**config.mk**
```make
export PLATFORM = sky130hd
export DESIGN_NAME = acc_arbiter
export DESIGN_NICKNAME = d
export VERILOG_FILES = /design/src/rtl/acc_arbiter.sv
export SDC_FILE = /design/constraint.sdc
export NUM_CORES = 1
export LEC_CHECK = 0
export ABC_CLOCK_PERIOD_IN_PS = 5700
export CAP_MARGIN = 20
export CORE_ASPECT_RATIO = 0.7
export CORE_MARGIN = 2
export CORE_UTILIZATION = 24
export CTS_CLUSTER_DIAMETER = 100
export DETAILED_ROUTE_END_ITERATION = 16
export PLACE_DENSITY = 0.45
export SYNTH_ARGS = -nofsm -noshare
export SYNTH_HDL_FRONTEND = slang
export SYNTH_SLANG_ARGS = --single-unit
```
**constraint.sdc**
```tcl
create_clock -name clock -period 5.7 [get_ports clock]
set_input_delay 1.14 -clock clock [delete_from_list [all_inputs] [get_ports clock]]
set_output_delay 1.14 -clock clock [all_outputs]
set_load 0.02 [all_outputs]
```
**src/rtl/acc_arbiter.sv**
```systemverilog
// Two-requester round-robin arbiter fronting a shared 16-bit accumulator.
// Each granted operation runs IDLE -> EXEC -> RESP and ends with a one-cycle done pulse.
module acc_arbiter #(
  parameter int DATA_W = 16
) (
  input  logic              clock,
  input  logic              reset,
  input  logic              req_a,
  input  logic              req_b,
  input  logic [1:0]        op_a,
  input  logic [1:0]        op_b,
  input  logic [DATA_W-1:0] data_a,
  input  logic [DATA_W-1:0] data_b,
  input  logic              clr,
  output logic              gnt_a,
  output logic              gnt_b,
  output logic              done,
  output logic              owner,
  output logic [DATA_W-1:0] result,
  output logic [DATA_W-1:0] acc_out,
  output logic              busy
);

  typedef enum logic [1:0] {
    IDLE = 2'd0,
    EXEC = 2'd1,
    RESP = 2'd2
  } state_t;

  state_t            state, state_nxt;
  logic [DATA_W-1:0] acc, acc_nxt;
  logic [1:0]        op_p0;
  logic [DATA_W-1:0] data_p0;
  logic              win, win_nxt;
  logic              last_b, last_b_nxt;
  logic              gnt_a_nxt, gnt_b_nxt, done_nxt;
  logic              latch_en;
  logic              pick_b;

  // Wraps modulo 2^DATA_W; no carry or borrow is kept.
  function automatic logic [DATA_W-1:0] alu(input logic [1:0] op,
                                            input logic [DATA_W-1:0] a,
                                            input logic [DATA_W-1:0] b);
    logic [DATA_W-1:0] r;
    case (op)
      2'd0:    r = a + b;
      2'd1:    r = a - b;
      2'd2:    r = a & b;
      default: r = a | b;
    endcase
    return r;
  endfunction

  // On a tie the side not served last wins.
  assign pick_b = req_b && (!req_a || !last_b);

  always_comb begin
    state_nxt  = state;
    acc_nxt    = acc;
    win_nxt    = win;
    last_b_nxt = last_b;
    gnt_a_nxt  = 1'b0;
    gnt_b_nxt  = 1'b0;
    done_nxt   = 1'b0;
    latch_en   = 1'b0;
    case (state)
      IDLE: begin
        if (clr) begin
          acc_nxt = '0;
        end else if (req_a || req_b) begin
          win_nxt   = pick_b;
          gnt_a_nxt = !pick_b;
          gnt_b_nxt = pick_b;
          latch_en  = 1'b1;
          state_nxt = EXEC;
        end
      end
      EXEC: begin
        acc_nxt   = alu(op_p0, acc, data_p0);
        done_nxt  = 1'b1;
        state_nxt = RESP;
      end
      RESP: begin
        last_b_nxt = win;
        state_nxt  = IDLE;
      end
      default: state_nxt = IDLE;
    endcase
  end

  always_ff @(posedge clock) begin
    if (!reset) begin
      state  <= IDLE;
      acc    <= '0;
      win    <= 1'b0;
      last_b <= 1'b1;
      gnt_a  <= 1'b0;
      gnt_b  <= 1'b0;
      done   <= 1'b0;
      owner  <= 1'b0;
      result <= '0;
    end else begin
      state  <= state_nxt;
      acc    <= acc_nxt;
      win    <= win_nxt;
      last_b <= last_b_nxt;
      gnt_a  <= gnt_a_nxt;
      gnt_b  <= gnt_b_nxt;
      done   <= done_nxt;
      if (done_nxt) begin
        owner  <= win;
        result <= acc_nxt;
      end
    end
  end

  // Operand capture stage: held steady through EXEC regardless of input changes.
  always_ff @(posedge clock) begin
    if (latch_en) begin
      op_p0   <= pick_b ? op_b : op_a;
      data_p0 <= pick_b ? data_b : data_a;
    end
  end

  assign acc_out = acc;
  assign busy    = (state != IDLE);

endmodule

```
# ---- Yosys cells after proc, flatten, opt, wreduce, memory -nomap -nowiden
# Index checks and enable logic that the tools add are counted.
dict set report op_classes {
  addsub 2
  eq_ne 6
  muxes 12
  n_bitwise 6
  reduce_logical 12
}
# cell n
set op_table {}
lappend op_table {{$pmux 16 s3} 1}
lappend op_table {{$mux 16} 2}
lappend op_table {{$pmux 16 s2} 1}
lappend op_table {{$add 16x16->16} 1}
lappend op_table {{$and 16x16->16} 1}
lappend op_table {{$or 16x16->16} 1}
lappend op_table {{$sub 16x16->16} 1}
lappend op_table {{$mux 2} 3}
lappend op_table {{$eq 2x1->1 const B} 2}
lappend op_table {{$eq 2x2->1 const B} 2}
lappend op_table {{$logic_not 2->1} 2}
lappend op_table {{$mux 1} 4}
lappend op_table {{$ne 2x2->1 const B} 2}
lappend op_table {{$not 1->1} 4}
lappend op_table {{$pmux 2 s2} 1}
lappend op_table {{$reduce_or 4->1} 1}
lappend op_table {{$logic_not 1->1} 3}
lappend op_table {{$reduce_and 3->1} 1}
lappend op_table {{$logic_or 1x1->1} 2}
lappend op_table {{$reduce_and 2->1} 1}
lappend op_table {{$reduce_bool 2->1} 1}
lappend op_table {{$logic_and 1x1->1} 1}
dict set report word_totals {
  register_bits 58
  inputBits 41
  output_inout_bits 37
}

# ---- Depth between registers and ports, before layout
# Gate-level depths: netlist of run 1.
dict set report logic_depth {
  ltp_word 4
  ltp_mapped 14
}

# ---- Worst setup path before layout of run 1
# Ideal clock, no wire load.
dict set report synth_timing {
  kind {input to register}
  startpoint {in clr}
  endpoint {reg win}
  setup_ns 0.128
  t_arrival_ns 2.980
  path_slack_ns 2.593
  stages 3
  cell_sequence {nor3_1 > mux2i_1 > nor2_1}
}
dict set report synth_between {
  elab_chain_cells 2
}
# element line
set synth_lines {}
lappend synth_lines {{start: declaration} 14} ;# input logic clr,
lappend synth_lines {{$not 1->1 (no source line)} -}
lappend synth_lines {{$reduce_and 3->1 (no source line)} -}
lappend synth_lines {{end signal: assignment} 105} ;# win <= win_nxt;
lappend synth_lines {{end: declaration} 34} ;# logic win, win_nxt;
# No other way between the ends.
# A chain may end at the register's enable or synchronous reset.

# ---- Final worst setup path of run 1
dict set report layout_timing {
  startpoint {reg op_p0[0]}
  endpoint {reg result[8]}
}
dict set report layout_between {
  elab_chain_cells 3
}
# element line
set layout_lines {}
lappend layout_lines {{start: declaration} 32} ;# logic [1:0] op_p0;
lappend layout_lines {{start signal: assignment} 120} ;# op_p0 <= pick_b ? op_b : op_a;
lappend layout_lines {{$eq 2x2->1 (tied with other cells)} 45} ;# case (op)
lappend layout_lines {{$pmux 16 s3 (*)} 45}
lappend layout_lines {{$pmux 16 s2 (*)} 66} ;# case (state)
lappend layout_lines {{end signal: assignment} 112} ;# result <= acc_nxt;
lappend layout_lines {{end: declaration} 19} ;# output logic [DATA_W-1:0] result,
# Mark *: on every way between the ends. The rest lies on a longest branch, timed or not.

==> qor.yml, run 1 <==
status: "complete, no violations"
path_common_cell: "nand2_1"
remaining_drc_errors: 0
placedInstanceArea_um2: 4547
p_total_mw: 1.336
hold_viol: 0
hold_depth: 2
first_pass_iters: 5
syn-num-nets: 462
timing.hold.ws_ns: 0.4517
place_hpwl_um: 8246
synthDistinctLibCells: 52
grt_overflow: 0
via_count: 3212
die_h_um: 105.8
synth-simple-area-share_pct: 15.19
post_cts_buffers: 0
crit_required_ns: 5.93
post_drt_wl_per_cell_um: 16.17
clk_latency_ns: 0.34
wl_um: 10950
nets: 537
rsz0062_at_grt: "false"
synth-main-ff-cell: "dfxtp_1"
fmax_mhz: 271.3
grtUsageTotal_pct: 14.28
max-clock-path-buffers: 2
grt_pass1_vias: 3047
cts_resized: 0
relSlewSlack_pct: 33.98
fillerInstances: 1517
critical_path_arrival_ns: 3.91
maxCapViolations: 0
antenna_cells: 0
area_growth_pct: 36.79
drt-initial-drc-count: 257
die_w_um: 149.4
p_leak_nw: 1.791
cp-end-kind: "flip-flop"
rrSetupSlack_ns: 2.01
drv_slew: 0
crit_fanout: 25
peakVddDrop_mv: 0.1384
hp-start: "result[9]"
core_um2: 14580
htree_num_levels: 3
drive_gt1_share_pct: 9.751
final_util_pct: 33.31
p_per_area_nw_per_um2: 275.0
setup-tns-final_ns: 0
cts_hold_buf: 0
synth-compound-area-share_pct: 22.30
crit_family: "compound AO/OA/AOI/OAI gates"
crit_buf_inv: 0
ant_nets: 0
grt_pass1_wl_um: 16990
ys_seq_elements: 58
fin_crit_sh_pct: 64.66
rows: 37
vias_per_cell: 4.744
fin_skew_ns: 0.009628
initial_core_util_pct: 24.35
synthAdderAreaFrac_pct: 8.598
synthCells: 402
avgSynthCellArea_um2: 8.833
setup_viol: 0
yosysWarningCount: 0
r2r-end: "result[8]"
min_period_ns: 3.686
slowest_stage: "edfxtp_1"
clock_sinks: 58
synth_edf_count: 18
synthArstFlopShare_pct: 0
seq_area_frac_synth_pct: 37.77
reg2reg_from: "op_p0[0]"
synthMuxAreaShare_pct: 7.153
synth_area_um2: 3551
fin_area_um2: 4857
synth_top_family_by_area: "compound AO/OA/AOI/OAI gates"
tightest_slew_ns: 0.9846
synth_xor_area_share_pct: 5.920
dieArea_um2: 15800
grt_antenna_before_repair: 0
startpoint_type: "flip-flop"
cts_tree: "built"
portBuffers: 77
grt_start_max_net_pins: 29
crit_chain: "nand2_1, o21ai_0, xor2_1, ha_1, a21o_1, a21oi_1, nand2_1, a311oi_1, o32ai_1, o21ba_2"
max_stage_delay_ns: 0.94
reg2regPathDepth: 10
cts_root_buffer: "clkbuf_16"
clkTransAtPathRegs_ns: 0.05
crit_type: "reg -> reg"
min_to: "result[9]"
holdCritPathClass: "reg -> reg"
cts_made_buffers: 9
ioPinCount: 78
gp_congestion: 0.8845
layout by cell type (no fill, tap or decap), types with 9 or more instances in the layout:
cell	synthesis	layout
dfxtp_1	40	40
nor2_1	30	30
o21ai_0	29	29
edfxtp_1	18	18
clkdlybuf4s50_1	0	77
mux2_2	19	19
a21oi_1	43	43
nand2_1	49	49
clkbuf_16	0	9
inv_1	11	11
xor2_1	11	11
ha_1	18	18
nand3_1	10	10
xnor2_1	13	13
Yosys cell counts, types with 7 or more instances:
library cell	instances	share of area, %
nand2_1	49	5.2
a21oi_1	43	6.1
dfxtp_1	40	23
nor2_1	30	3.2
o21ai_0	29	4.1
mux2_2	19	6.0
edfxtp_1	18	15
ha_1	18	6.3
clkbuf_1	15	1.6
xnor2_1	13	3.2
inv_1	11	1.2
xor2_1	11	2.7
nand3_1	10	1.4
a31oi_1	8	1.4
nand2b_1	7	1.2
state kept, by name (all words and copies together), names as in the netlist:
register  cells
last_b        1
state         2
acc_out      16
gnt_a         1
owner         1
op_p0         2
result       16
data_p0      16
done          1
gnt_b         1
win           1
worst max path at each step:
stage | from | endpoint | cells past startpoint
2_1_floorplan | clr | win | 3
3_3_place_gp | op_p0[0] | acc_out[8] | 10
3_5_place_dp | op_p0[0] | result[8] | 10
4_1_cts | op_p0[0] | result[8] | 10
5_1_grt | op_p0[0] | acc_out[8] | 10
6_report | op_p0[0] | result[8] | 10
worst reg2reg max path, cell delays in order (launching register included):
cell	delay (ns)
edfxtp_1	0.94
nand2_1	0.41
o21ai_0	0.20
xor2_1	0.25
ha_1	0.33
a21o_1	0.23
a21oi_1	0.19
nand2_1	0.19
a311oi_1	0.40
o32ai_1	0.21
o21ba_2	0.24
layer usage:
layer	wire length, um	share of wire (%)	vias to the layer above	track usage (%)
met1	5680	52	1463	21.87
li1	-	-	1620	-
met3	938	8.6	10	4.762
met5	0	0	-	0
met2	4210	38	119	18.55
met4	116	1.1	0	3.810
where the power goes:
group	total (mW)	leakage (nW)	switching (mW)	internal (mW)
sequential	0.482	0.495	0.0295	0.452
combinational	0.281	1.15	0.152	0.130
clock	0.573	0.150	0.194	0.379
total	1.34	1.79	0.375	0.961
final cells by class:
class                      instances  area, um^2  share of cell area, %
clock buffer                      10       229.0                  4.714
tap                              195       244.0                  5.023
timing repair buffer              82       808.3                  16.64
inverter                          11       41.29                 0.8501
sequential                        58        1341                  27.61
multi-input combinational        315        2112                  43.48
clock inverter                     6       81.33                  1.674
kinds of logic after synthesis:
kind of cell | after synthesis
AO/OA/AOI/OAI | 126
multiplexers | 23
AND/OR/NAND/NOR | 117
adder cells (fa/ha/maj) | 25
flip-flops | 58
XOR/XNOR | 24
buffers and inverters | 29
through the flow:
| step | cells | worst slack [ns] |
|---|---|---|
| floorplan | 402 | 2.593 |
| CTS | 677 | 2.055 |
| finish | 677 | 2.014 |
| global route | 677 | 1.716 |
| global placement | 661 | 2.079 |
| detailed placement | 661 | 2.078 |
Note: power is estimated with default switching activity, not from simulation.
==> run 2, diff against run 1 <==
ABC_CLOCK_PERIOD_IN_PS = 3850   (was 5700)
clock period = 3.85 ns   (was 5.7 ns; I/O delays follow)
==> run 2 against run 1 <==
Non-clock buffer count is 6 higher. Total power is 41% higher. Worst setup slack worse by 1.6 ns. Critical path depth is 1 higher. Core utilization is 0.10 points higher. Design area is 0.31% higher. Clock power is 31% higher. Via count is 1.4% higher. Final cell count is 0.89% higher. Flip-flop and latch count stayed put. Sequential share of layout area is 0.085 points lower. Routed wire length is 1.2% lower.
==> qor.yml, run 2 (synthesis results as in run 1) <==
cts_made_buffers: 9  # unchanged
fin_crit_sh_pct: 89.40  # +25 points
swShare_pct: 30.66  # +2.6 points
grt_pass1_wl_um: 17650  # +3.9%
die_w_um: 149.4  # unchanged
holdCritPathClass: "reg -> reg"
hold_viol: 0  # unchanged
antenna_cells: 0  # unchanged
die_h_um: 105.8  # unchanged
dieArea_um2: 15800  # unchanged
cts_resized: 0  # unchanged
vias_per_cell: 4.770  # +0.54%
crit_fanout: 7  # -72%
internal-power_mw: 1.304  # +36%
drt-initial-drc-count: 130  # -49%
crit_buf_inv: 0  # unchanged
post_drt_wl_per_cell_um: 15.83  # -2.1%
crit_type: "reg -> reg"
slowest_stage: "or4_4"
wl_um: 10810  # -1.2%
post_cts_buffers: 0  # unchanged
cts_tree: "built"
peakVddDrop_mv: 0.2093  # +51%
fillerInstances: 1534  # +1.1%
setup_viol: 0  # unchanged
startpoint_type: "flip-flop"
cp-end-kind: "flip-flop"
rows: 37  # unchanged
clock_sinks: 58  # unchanged
critical_path_arrival_ns: 3.65  # -0.26 ns
clkTransAtPathRegs_ns: 0.06  # about the same
path_common_cell: "xnor2_1"
via_count: 3258  # +1.4%
power.switching_mw: 0.5768  # +54%
max-clock-path-buffers: 2  # unchanged
ioPinCount: 78  # unchanged
min_period_ns: 3.442  # -0.2438 ns
core_um2: 14580  # unchanged
gp_congestion: 0.8680  # -1.9%
max_stage_delay_ns: 0.56  # -0.38 ns
initial_core_util_pct: 24.35  # unchanged
maxCapViolations: 0  # unchanged
final_common_cell: "clkdlybuf4s50_1"
drive_gt1_share_pct: 11.27  # +1.5 points
place_hpwl_um: 8123  # -1.5%
multi_input_area_um2: 2112  # unchanged
portBuffers: 77  # unchanged
grt_pass1_vias: 3172  # +4.1%
grt_start_max_net_pins: 28  # -3.4%
crit_chain: "or4_4, nor4_4, nor2b_1, nor2_1, xnor2_1, ha_1, a21oi_1, o21ai_0, o32a_1, xnor2_1, o211ai_1"
ant_nets: 0  # unchanged
cts_hold_buf: 0  # unchanged
clk_latency_ns: 0.34  # about the same
rsz0062_at_grt: "false"
placedInstanceArea_um2: 4592  # +0.99%
fin_area_um2: 4872  # +0.31%
crit_required_ns: 4.06  # -1.87 ns
relSlewSlack_pct: 36.09  # +2.1 points
grt_overflow: 0  # unchanged
drv_slew: 0  # unchanged
grt_antenna_before_repair: 0  # unchanged
cts_root_buffer: "clkbuf_16"
fin_skew_ns: 0.01223  # +0.002605 ns
fmax_mhz: 290.5  # +7.1%
pwr-share-comb_pct: 22.5  # +1.4 points
nets: 543  # +1.1%
crit_family: "simple AND/OR/NAND/NOR gates"
tightest_slew_ns: 0.9531  # -0.03152 ns
p_per_area_nw_per_um2: 386.1  # +40%
pwr-share-clk_pct: 39.9  # -3.0 points
htree_num_levels: 3  # unchanged
seq_area_um2: 1341  # unchanged
first_pass_iters: 5  # unchanged
p_total_mw: 1.881  # +41%
grtUsageTotal_pct: 14.56  # +0.28 points
remaining_drc_errors: 0  # unchanged
layout_common_cells: "77 x clkdlybuf4s50_1, 49 x nand2_1, 43 x a21oi_1"
setup-tns-final_ns: 0  # unchanged
p_leak_nw: 1.803  # +0.67%
p_seq_share_pct: 37.6  # +1.5 points
status: "complete, no violations"
area_growth_pct: 37.21
run 2: routing by layer:
metal | track usage [%] | up-vias | part of all wire, %
met5 | 0 | - | 0
met4 | 3.537 | 0 | 1.1
met3 | 5.281 | 12 | 7.4
met2 | 19.20 | 109 | 39
met1 | 21.95 | 1495 | 52
li1 | - | 1642 | -
run 2: path summary, 6_finish.rpt:
kind                                  from    endpoint  slack, ns  cells after the start
worst max-delay path            data_p0[4]  result[15]       0.41                     11
worst min-delay path             result[9]   result[9]       0.45                      2
worst max register to register  data_p0[4]  result[15]       0.41                     11
worst min register to register   result[9]   result[9]       0.45                      2
run 2: area by class of cell:
| type | instances | share of cell area [%] |
|---|---|---|
| multi-input combinational | 315 | 43.35 |
| sequential | 58 | 27.53 |
| timing repair buffer | 88 | 17.51 |
| tap | 195 | 5.008 |
| clock buffer | 9 | 4.622 |
| clock inverter | 7 | 1.130 |
| inverter | 11 | 0.8475 |
run 2: worst min-delay path, cell delays in order (launching register included):
cell and delay [ns]:
dfxtp_1 0.30, nand2_1 0.05, a21oi_1 0.05
run 2: metrics by stage:
step | cells | hold slack, ns | setup WS, ns | utilization (%)
2_1_floorplan | 402 | 0.4398 | 0.7792 | -
3_3_place_gp | 667 | 0.4497 | 0.5348 | 31.49
3_5_place_dp | 667 | 0.4470 | 0.4445 | 31.49
4_1_cts | 683 | 0.4540 | 0.4103 | 33.41
5_1_grt | 683 | 0.4748 | 0.1736 | 33.41
6_report | 683 | 0.4514 | 0.4081 | 33.41
run 2: power groups by stage:
stage / combinational, mW / sequential, mW / clock (mW)
finish: 0.423 / 0.708 / 0.750
global route: 0.470 / 0.714 / 0.799
CTS: 0.425 / 0.708 / 0.770
detailed placement: 0.422 / 0.721 / 0
global placement: 0.422 / 0.720 / 0
floorplan: 0.249 / 0.729 / 0
